### src/rtl/load_store_unit.sv
// rtl/load_store_unit.sv - single-request load/store unit on an ack-based data-memory bus
module load_store_unit #(
    parameter int unsigned TIMEOUT_CYCLES = 255
) (
    input  logic        clk,
    input  logic        rst,
    input  logic        req_valid,
    input  logic        req_we,
    input  logic [2:0]  req_funct3,
    input  logic [31:0] req_addr,
    input  logic [31:0] req_wdata,
    output logic        stall,
    output logic        done,
    output logic [31:0] rdata,
    output logic        err,
    output logic        mem_req,
    output logic        mem_we,
    output logic [31:0] mem_addr,
    output logic [31:0] mem_wdata,
    output logic [3:0]  mem_be,
    input  logic        mem_ack,
    input  logic [31:0] mem_rdata
);

    typedef enum logic [1:0] {IDLE, REQ, RESP} state_t;

    localparam logic [15:0] TIMEOUT_LAST = 16'(TIMEOUT_CYCLES - 1);

    state_t      state;
    logic [15:0] cnt;
    logic        lat_we;
    logic [2:0]  lat_funct3;
    logic [1:0]  lat_off;

    logic        req_illegal;
    logic        req_misaligned;
    logic [3:0]  req_be;
    logic [31:0] req_lane_wdata;

    always_comb begin
        req_illegal = (req_funct3 == 3'b011) || (req_funct3 == 3'b110) ||
                      (req_funct3 == 3'b111) || (req_we && req_funct3[2]);
        req_misaligned = 1'b0;
        req_be         = 4'b1111;
        req_lane_wdata = req_wdata;
        case (req_funct3[1:0])
            2'b00: begin
                req_be         = 4'b0001 << req_addr[1:0];
                req_lane_wdata = {4{req_wdata[7:0]}};
            end
            2'b01: begin
                req_misaligned = req_addr[0];
                req_be         = req_addr[1] ? 4'b1100 : 4'b0011;
                req_lane_wdata = {2{req_wdata[15:0]}};
            end
            default: begin
                req_misaligned = (req_addr[1:0] != 2'b00);
            end
        endcase
    end

    // Stall is combinational so the core freezes in the very cycle it issues the request.
    assign stall = ((state == IDLE) && req_valid) || (state == REQ);

    function automatic logic [31:0] extend_load(input logic [2:0]  funct3,
                                                input logic [1:0]  off,
                                                input logic [31:0] word);
        logic [31:0] byte_sh;
        logic [31:0] half_sh;
        logic [31:0] result;
        byte_sh = word >> {off, 3'b000};
        half_sh = word >> {off[1], 4'b0000};
        case (funct3)
            3'b000:  result = {{24{byte_sh[7]}}, byte_sh[7:0]};
            3'b001:  result = {{16{half_sh[15]}}, half_sh[15:0]};
            3'b100:  result = {24'd0, byte_sh[7:0]};
            3'b101:  result = {16'd0, half_sh[15:0]};
            default: result = word;
        endcase
        return result;
    endfunction

    always_ff @(posedge clk or negedge rst) begin
        if (!rst) begin
            state      <= IDLE;
            cnt        <= 16'd0;
            lat_we     <= 1'b0;
            lat_funct3 <= 3'd0;
            lat_off    <= 2'd0;
            done       <= 1'b0;
            rdata      <= 32'd0;
            err        <= 1'b0;
            mem_req    <= 1'b0;
            mem_we     <= 1'b0;
            mem_addr   <= 32'd0;
            mem_wdata  <= 32'd0;
            mem_be     <= 4'd0;
        end else begin
            case (state)
                IDLE: begin
                    done <= 1'b0;
                    if (req_valid) begin
                        if (req_illegal || req_misaligned) begin
                            err   <= 1'b1;
                            rdata <= 32'd0;
                            done  <= 1'b1;
                            state <= RESP;
                        end else begin
                            lat_we     <= req_we;
                            lat_funct3 <= req_funct3;
                            lat_off    <= req_addr[1:0];
                            mem_req    <= 1'b1;
                            mem_we     <= req_we;
                            mem_addr   <= {req_addr[31:2], 2'b00};
                            mem_wdata  <= req_we ? req_lane_wdata : 32'd0;
                            mem_be     <= req_we ? req_be : 4'b0000;
                            cnt        <= 16'd0;
                            state      <= REQ;
                        end
                    end
                end
                REQ: begin
                    // An ack landing on the final timeout cycle still completes normally.
                    if (mem_ack) begin
                        rdata   <= lat_we ? 32'd0 : extend_load(lat_funct3, lat_off, mem_rdata);
                        err     <= 1'b0;
                        done    <= 1'b1;
                        mem_req <= 1'b0;
                        mem_we  <= 1'b0;
                        mem_be  <= 4'b0000;
                        state   <= RESP;
                    end else if (cnt == TIMEOUT_LAST) begin
                        rdata   <= 32'd0;
                        err     <= 1'b1;
                        done    <= 1'b1;
                        mem_req <= 1'b0;
                        mem_we  <= 1'b0;
                        mem_be  <= 4'b0000;
                        state   <= RESP;
                    end else begin
                        cnt <= cnt + 16'd1;
                    end
                end
                RESP: begin
                    done  <= 1'b0;
                    cnt   <= 16'd0;
                    state <= IDLE;
                end
                default: begin
                    done  <= 1'b0;
                    state <= IDLE;
                end
            endcase
        end
    end

endmodule

### config.mk
export PLATFORM = sky130hd
export DESIGN_NAME = load_store_unit
export DESIGN_NICKNAME = d
export VERILOG_FILES = /design/src/rtl/load_store_unit.sv
export SDC_FILE = /design/constraint.sdc
export NUM_CORES = 1
export LEC_CHECK = 0
export BUFFER_PORTS_ARGS = -buffer_cell sky130_fd_sc_hd__clkbuf_2
export CAP_MARGIN = 20
export CORE_MARGIN = 4
export CORE_UTILIZATION = 54
export DETAILED_ROUTE_END_ITERATION = 8
export PLACE_DENSITY = 0.85
export SLEW_MARGIN = 10
export SYNTH_ARGS = -nofsm -noshare
export SYNTH_HDL_FRONTEND = slang
export SYNTH_SLANG_ARGS = --single-unit
### constraint.sdc
create_clock -name clk -period 5.26 [get_ports clk]
set_input_delay 0.526 -clock clk [delete_from_list [all_inputs] [get_ports clk]]
set_output_delay 0.526 -clock clk [all_outputs]
set_load 0.03 [all_outputs]
==> results by group, run 1 <==
Placed design
  • Detailed placer's ending HPWL: between 10,000 and 15,000 um
  • Placed Instance Area: between 7000 and 8000 um^2
  • RePlAce Congestion: around 0.93
  • Setup WS pre-CTS: 1.84 ns
  • Placed cell count: 980
  • Count of input and output buffers: around 210

Finish
  • Nets: 965
  • Antenna cells: 0
  • Post-layout util: 70.3%
  • Share of layout cells above drive strength 1: about a third
  • Non-filler cells, final: 1,011
  • # fillers: around 880
  • Fin area: ~7600 um^2
  • Area Overhead vs Synth: 27.1%

Global route
  • Most used routing layer: met2
  • First-pass GRT wire length: between 20,000 and 30,000 um
  • Vias in the first global route: 5,461
  • Grt total ovfl: 0
  • Antenna violations before repair: 0
  • Met3 Use GR: 7.21%
  • M2 GR Usage: 44.2%
  • Total GRT Usage: 26.2%
  • GR Util met1: about a third
  • Largest net degree at the start of global routing: 93

STA
  • Max-slew violations: 0
  • Final period util: ~55%
  • Hold Fails Final Rpt: 0
  • Slew headroom: between 30% and 40%
  • Post-route setup slack: between 2 and 2.5 ns
  • Hold Slack: 0.0643 ns
  • Worst-margin pin slew: between 0.9 and 1 ns
  • Worst clock skew: between 0.015 and 0.02 ns
  • Max frequency: about 340 MHz
  • Minimum clock period: approximately 2.9 ns
  • RSZ-0062 raised after global routing: no
  • Final Setup Violations: 0
  • Setup TNS: 0 ns

Critical path
  • Crit end category: flop
  • CP max stage cell: nand3_4
  • FF-to-FF End: rdata[13]
  • CP required: roughly 5.6 ns
  • CP max FO: between 90 and 100
  • R2R Setup Slk: about 2.5 ns
  • Startpoint type of the worst setup path: input pin
  • Worst setup path class: input pin to flop
  • Arr. time, crit path: between 3 and 4 ns
  • Worst r2r src: cnt[12]
  • R2r worst-path depth: 5
  • Slowest stage delay, CP: about 0.85 ns
  • Crit path cell chain: clkbuf_2 > or2_2 > o31ai_1 > nand3_4 > mux2_2

Clock tree
  • CTS H-tree lvls: 4
  • CTS tree: yes
  • CTS root buffer: clkbuf_8
  • # clock sinks: 126
  • Clk buf depth: 2
  • CTS clk-pin slew, worst paths: 0.06 ns
  • CTS buffer count: 17
  • Buffer count from post-CTS setup fixing: 0
  • Later-pin clock latency in the skew report: about 0.51 ns
  • Cts repair resizes: 0
  • Post-CTS Hold Fix Bufs: 0

Synth
  • Async SR Flop Fraction: between 90% and 100%
  • Most common cell in the netlist: nand2_1
  • Synth cell count leaders: 236 x nand2_1, 126 x dfrtp_1, 59 x o21ai_0
  • Post-synthesis sequential area ratio: about 53%
  • EDFF count, synth: 0
  • #FFs+latches synth: around 130
  • YS warnings: 0
  • Cell count after synthesis: about 670
  • Top cell type by total area after synthesis: dfrtp_1
  • Synthesized cell area: between 6000 and 7000 um^2
  • Ranking of synthesized cells by area: dfrtp_1 53%, nand2_1 15%, o21ai_0 4.9%
  • Post-synth top area share: 52.5%
  • Avg Cell Area, Syn: between 8 and 9 um^2
  • Ys flop type: dfrtp_1
  • Synth cell types: 48

Floorplan
  • Placement Rows: 38
  • Die Y: 113 um
  • Die area: approximately 13,000 um^2
  • Starting Density: 55.4%
  • Die width: 113 um
  • Core Area: 10,800 um^2
  • Ports: ~210

Run
  • MaxCap Viol Count: 0

Route
  • Vias per cell: roughly 5.5
  • 1st-iter DRT viols: roughly 350
  • Wire per inst: roughly 16 um
  • DR vias: between 5k and 6k
  • Drt pass-1 iters: 5
  • Drt total wl: about 17,000 um
  • Final antenna-violating net count: 0
  • DR DRC count: 0

Power and ir drop
  • Peak VDD IR: approximately 0.00027 V
  • Leakage power: 4.11 nW
  • Total power: ~3.8 mW
  • Power per cell area: roughly 500 nW/um^2

Outcome
  • Outcome: finished, final reports clean

Hold path
  • Hold Crit Class: input pin to async pin
==> power by group <==
group | switching [mW] | total, mW | internal [mW] | leakage, nW
Combinational | 0.931 | 1.30 | 0.372 | 2.19
Clock | 0.452 | 1.08 | 0.633 | 0.264
Sequential | 0.193 | 1.42 | 1.22 | 1.66
Total | 1.58 | 3.81 | 2.23 | 4.11
==> routing by layer <==
metal	part of all wire [%]	up-vias
met3	7.8	18
met1	41	2659
met4	1.0	0
met5	0	-
met2	50	217
li1	-	2672
==> worst max path at each step <==
| stage | from | end | slack, ns | depth (start not counted) |
|---|---|---|---|---|
| after floorplan | cnt[12] | rdata[13] | 2.61 | 7 |
| after global placement | req_funct3[0] | lat_funct3[1] | 1.92 | 5 |
| after detailed placement | req_funct3[0] | lat_off[0] | 1.84 | 5 |
| after CTS | req_funct3[0] | lat_off[0] | 2.38 | 5 |
| after global routing | req_funct3[0] | lat_funct3[0] | 2.09 | 5 |
| final | req_funct3[0] | lat_off[0] | 2.35 | 5 |
==> kinds of logic (layout without fill, tap and decap cells) <==
family	after synthesis	after routing	share of synthesized area (%)
multiplexers	36	36	6.67
AO/OA/AOI/OAI	131	131	14.1
adder cells (fa/ha/maj)	2	2	0.417
AND/OR/NAND/NOR	318	318	22.3
flip-flops	126	126	52.5
buffers and inverters	55	256	3.94
other	1	2	0.0625
==> placed cells by master (no fill, tap or decap), types with 3 or more instances in the layout <==
cell	n
inv_1	15
a221oi_1	3
clkbuf_2	205
mux2i_1	13
a21oi_1	15
a21bo_2	3
nand2b_1	7
o31ai_1	12
and3_1	5
inv_6	5
buf_4	5
clkinvlp_4	3
a2bb2oi_1	3
dfrtp_1	126
o22ai_1	3
or4_1	3
nand2_1	236
nor3_1	4
a221o_1	9
o21ai_0	59
mux2_2	22
o22a_1	3
a31oi_1	5
o2bb2ai_1	4
a21o_1	3
nand4_1	6
nor2_1	24
clkbuf_16	16
nand3_1	16
==> final cells by class <==
class / count / area [um^2] / share of cell area [%]
Clock buffer: 17 / 414 / 5.43
Clock inverter: 14 / 135 / 1.77
Multi-Input combinational cell: 489 / 2630 / 34.5
Timing Repair Buffer: 210 / 1060 / 13.9
Sequential cell: 126 / 3150 / 41.3
Tap cell: 140 / 175 / 2.30
Inverter: 15 / 56.3 / 0.738
==> worst max-delay path: cells and delay by family <==
family                 cells  cell delay (ns)
AOI/OAI and AO/OA          1             0.67
buffers and inverters      1             0.24
muxes                      1             0.57
and+or+nand+nor            2             1.23
==> state kept, by name, summed over array words and instances, names as in the netlist <==
signal / cells
mem_req: 1
cnt: 16
mem_addr: 30
lat_funct3: 3
err: 1
state: 2
mem_we: 1
lat_off: 2
lat_we: 1
rdata: 32
done: 1
mem_wdata: 32
mem_be: 4
No activity file was read; power rests on OpenSTA's default activity.
==> run 2, diff against run 1 <==
- CORE_UTILIZATION: 54 -> 50
- PLACE_DENSITY: 0.85 -> 0.8
- clock period: 5.26 -> 2.8 ns (I/O delays scaled with it)
==> run 2 against run 1 <==
Total power is 96% higher. Die area rose by 7.4%. Clock power rose by 110%. Cell count rose by 2.0%. Largest cell class unchanged. Highest routed layer unchanged.
==> results by group, run 2 (synthesis results as in run 1) <==
Route
  • Vias per cell: 5.52 (+0.17%)
  • DR vias: 5,686 (+2.2%)
  • 1st-iter DRT viols: 468 (+35%)
  • DR DRC count: 0 (unchanged)
  • Drt total wl: 17,500 um (+6.2%)
  • Drt pass-1 iters: 5 (unchanged)
  • Wire per inst: 17.0 um (+4.2%)
  • Final antenna-violating net count: 0 (unchanged)

Placed design
  • RePlAce Congestion: 0.891 (-3.8%)
  • Detailed placer's ending HPWL: 13,000 um (+8.3%)
  • Count of input and output buffers: 206 (unchanged)
  • Placed cell count: 998 (+1.8%)

STA
  • Hold Fails Final Rpt: 0 (unchanged)
  • Max frequency: between 300 and 400 MHz
  • Final period util: ~95%
  • Worst-margin pin slew: 0.915 ns (-0.0702 ns)
  • Setup TNS: 0 ns (unchanged)
  • Max-slew violations: 0 (unchanged)
  • Final Setup Violations: 0 (unchanged)
  • Worst clock skew: 0.00624 ns (-0.0112 ns)
  • RSZ-0062 raised after global routing: no
  • Minimum clock period: 2.66 ns
  • Slew headroom: 38.6% (+4.7 points)

Critical path
  • Crit end category: flop
  • CP required: 3.11 ns (-2.53 ns)
  • CP max FO: 16 (-83%)
  • Origin of the worst setup path: cnt[9]
  • R2r worst-path depth: 5 (unchanged)
  • Worst r2r src: cnt[9]
  • Arr. time, crit path: 2.96 ns (-0.34 ns)
  • Slowest stage delay, CP: 0.57 ns (-0.28 ns)
  • R2R Setup Slk: 0.14 ns (-2.31 ns)
  • CP max stage cell: or4b_4
  • Startpoint type of the worst setup path: flop
  • FF-to-FF End: rdata[15]
  • Crit path cell chain: or4b_4 > or4_4 > a221o_1 > buf_4 > a21o_1
  • Worst setup path class: flop to flop

Clock tree
  • Later-pin clock latency in the skew report: 0.42 ns (-0.09 ns)
  • CTS tree: yes
  • Clk buf depth: 2 (unchanged)
  • # clock sinks: 126 (unchanged)
  • CTS root buffer: clkbuf_16
  • Buffer count from post-CTS setup fixing: 0 (unchanged)
  • CTS buffer count: 17 (unchanged)
  • Cts repair resizes: 0 (unchanged)
  • CTS H-tree lvls: 4 (unchanged)
  • CTS clk-pin slew, worst paths: 0.06 ns (about the same)

Finish
  • Largest registers: mem_wdata (32), rdata (32), mem_addr (30)
  • Reg area: 3150 um^2 (unchanged)
  • Nets: 981 (+1.7%)
  • Share of layout cells above drive strength 1: 32.5% (+1.2 points)
  • Post-layout util: 67.7% (-2.6 points)
  • Area Overhead vs Synth: 30.5%
  • Area occupied by multi-input gates: 2630 um^2 (unchanged)
  • # fillers: 944 (+6.9%)
  • Most frequent cells in the layout: 236 x nand2_1, 205 x clkbuf_2, 126 x dfrtp_1, 59 x o21ai_0, 24 x nor2_1
  • Most common cell after layout, fill and taps aside: nand2_1
  • Antenna cells: 0 (unchanged)
  • Non-filler cells, final: 1,031 (+2.0%)

Floorplan
  • Die Y: 118 um (+3.6%)
  • Die width: 118 um (+3.6%)
  • Die area: 13,800 um^2 (+7.4%)
  • Starting Density: 51.9% (-3.5 points)
  • Ports: 209 (unchanged)
  • Core Area: 11,600 um^2 (+6.7%)
  • Placement Rows: 39 (+2.6%)

Global route
  • Grt total ovfl: 0 (unchanged)
  • Vias in the first global route: 5,638 (+3.2%)
  • Largest net degree at the start of global routing: 60 (-35%)
  • Antenna violations before repair: 0 (unchanged)
  • Total GRT Usage: 26.0% (-0.22 points)
  • First-pass GRT wire length: 29,000 um (+7.8%)

Hold path
  • Hold Crit Class: input pin to flop
  • Worst Hold End: mem_addr[4]
  • Hold Path Stages: 3
  • Worst hold start: req_addr[4]

Outcome
  • Outcome: finished, final reports clean

Power and ir drop
  • Leakage power: 4.22 nW (+2.6%)
  • Peak VDD IR: 0.000646 V (+140%)
  • Total power: 7.45 mW (+96%)
  • Power per cell area: 951 nW/um^2 (+91%)

Run
  • MaxCap Viol Count: 0 (unchanged)
## run 2: worst max-delay path by stage
stage / endpoint / slack, ns
floorplan: rdata[13] / 0.15
global placement: rdata[14] / 0.18
detailed placement: rdata[14] / 0.16
CTS: rdata[15] / 0.14
global route: rdata[5] / 0.04
finish: rdata[15] / 0.14
## run 2: report_power, final
part           leakage (nW)  total (mW)  internal (mW)  switching (mW)
Sequential             1.66        2.67           2.30           0.372
Combinational          2.27        2.49          0.725            1.77
Clock                 0.288        2.28           1.45           0.837
## run 2: what timing repair did
action / CTS / global route
endpoints found under the setup margin: 0 / 0
hold buffers: 1 / 0
endpoints found under the hold margin: 57 / 0
## run 2: routing by layer
metal  vias up  part of all wire (%)  track usage (%)
met5         -                     0                0
met4         0                   2.1             8.94
met3        33                   8.4             8.07
met2       248                    48             42.3
met1      2705                    41             33.1
li1       2700                     -                -
## run 2: layout make-up
type                            instances  area share (%)
Sequential cell                       126            40.3
Clock buffer                           19            5.78
Inverter                               15           0.719
Tap cell                              143            2.28
Multi-Input combinational cell        489            33.6
Timing Repair Buffer                  226            15.3
Clock inverter                         13            2.09
## run 2: critical path: cells and delay by family, from the launching register on
kind,cells,cell delay [ns]
buf+inv,1,0.28
compound gates,2,0.73
simple gates,2,1.12
flops,1,0.43
## run 2: stage by stage
step	instance area (um^2)	worst slack [ns]	hold WS, ns
after floorplan	6010	0.155	-0.0156
after global placement	7210	0.180	0.385
after detailed placement	7210	0.164	0.395
after CTS	7830	0.144	0.0411
after global routing	7830	0.0444	0.0453
final	7830	0.143	0.0501
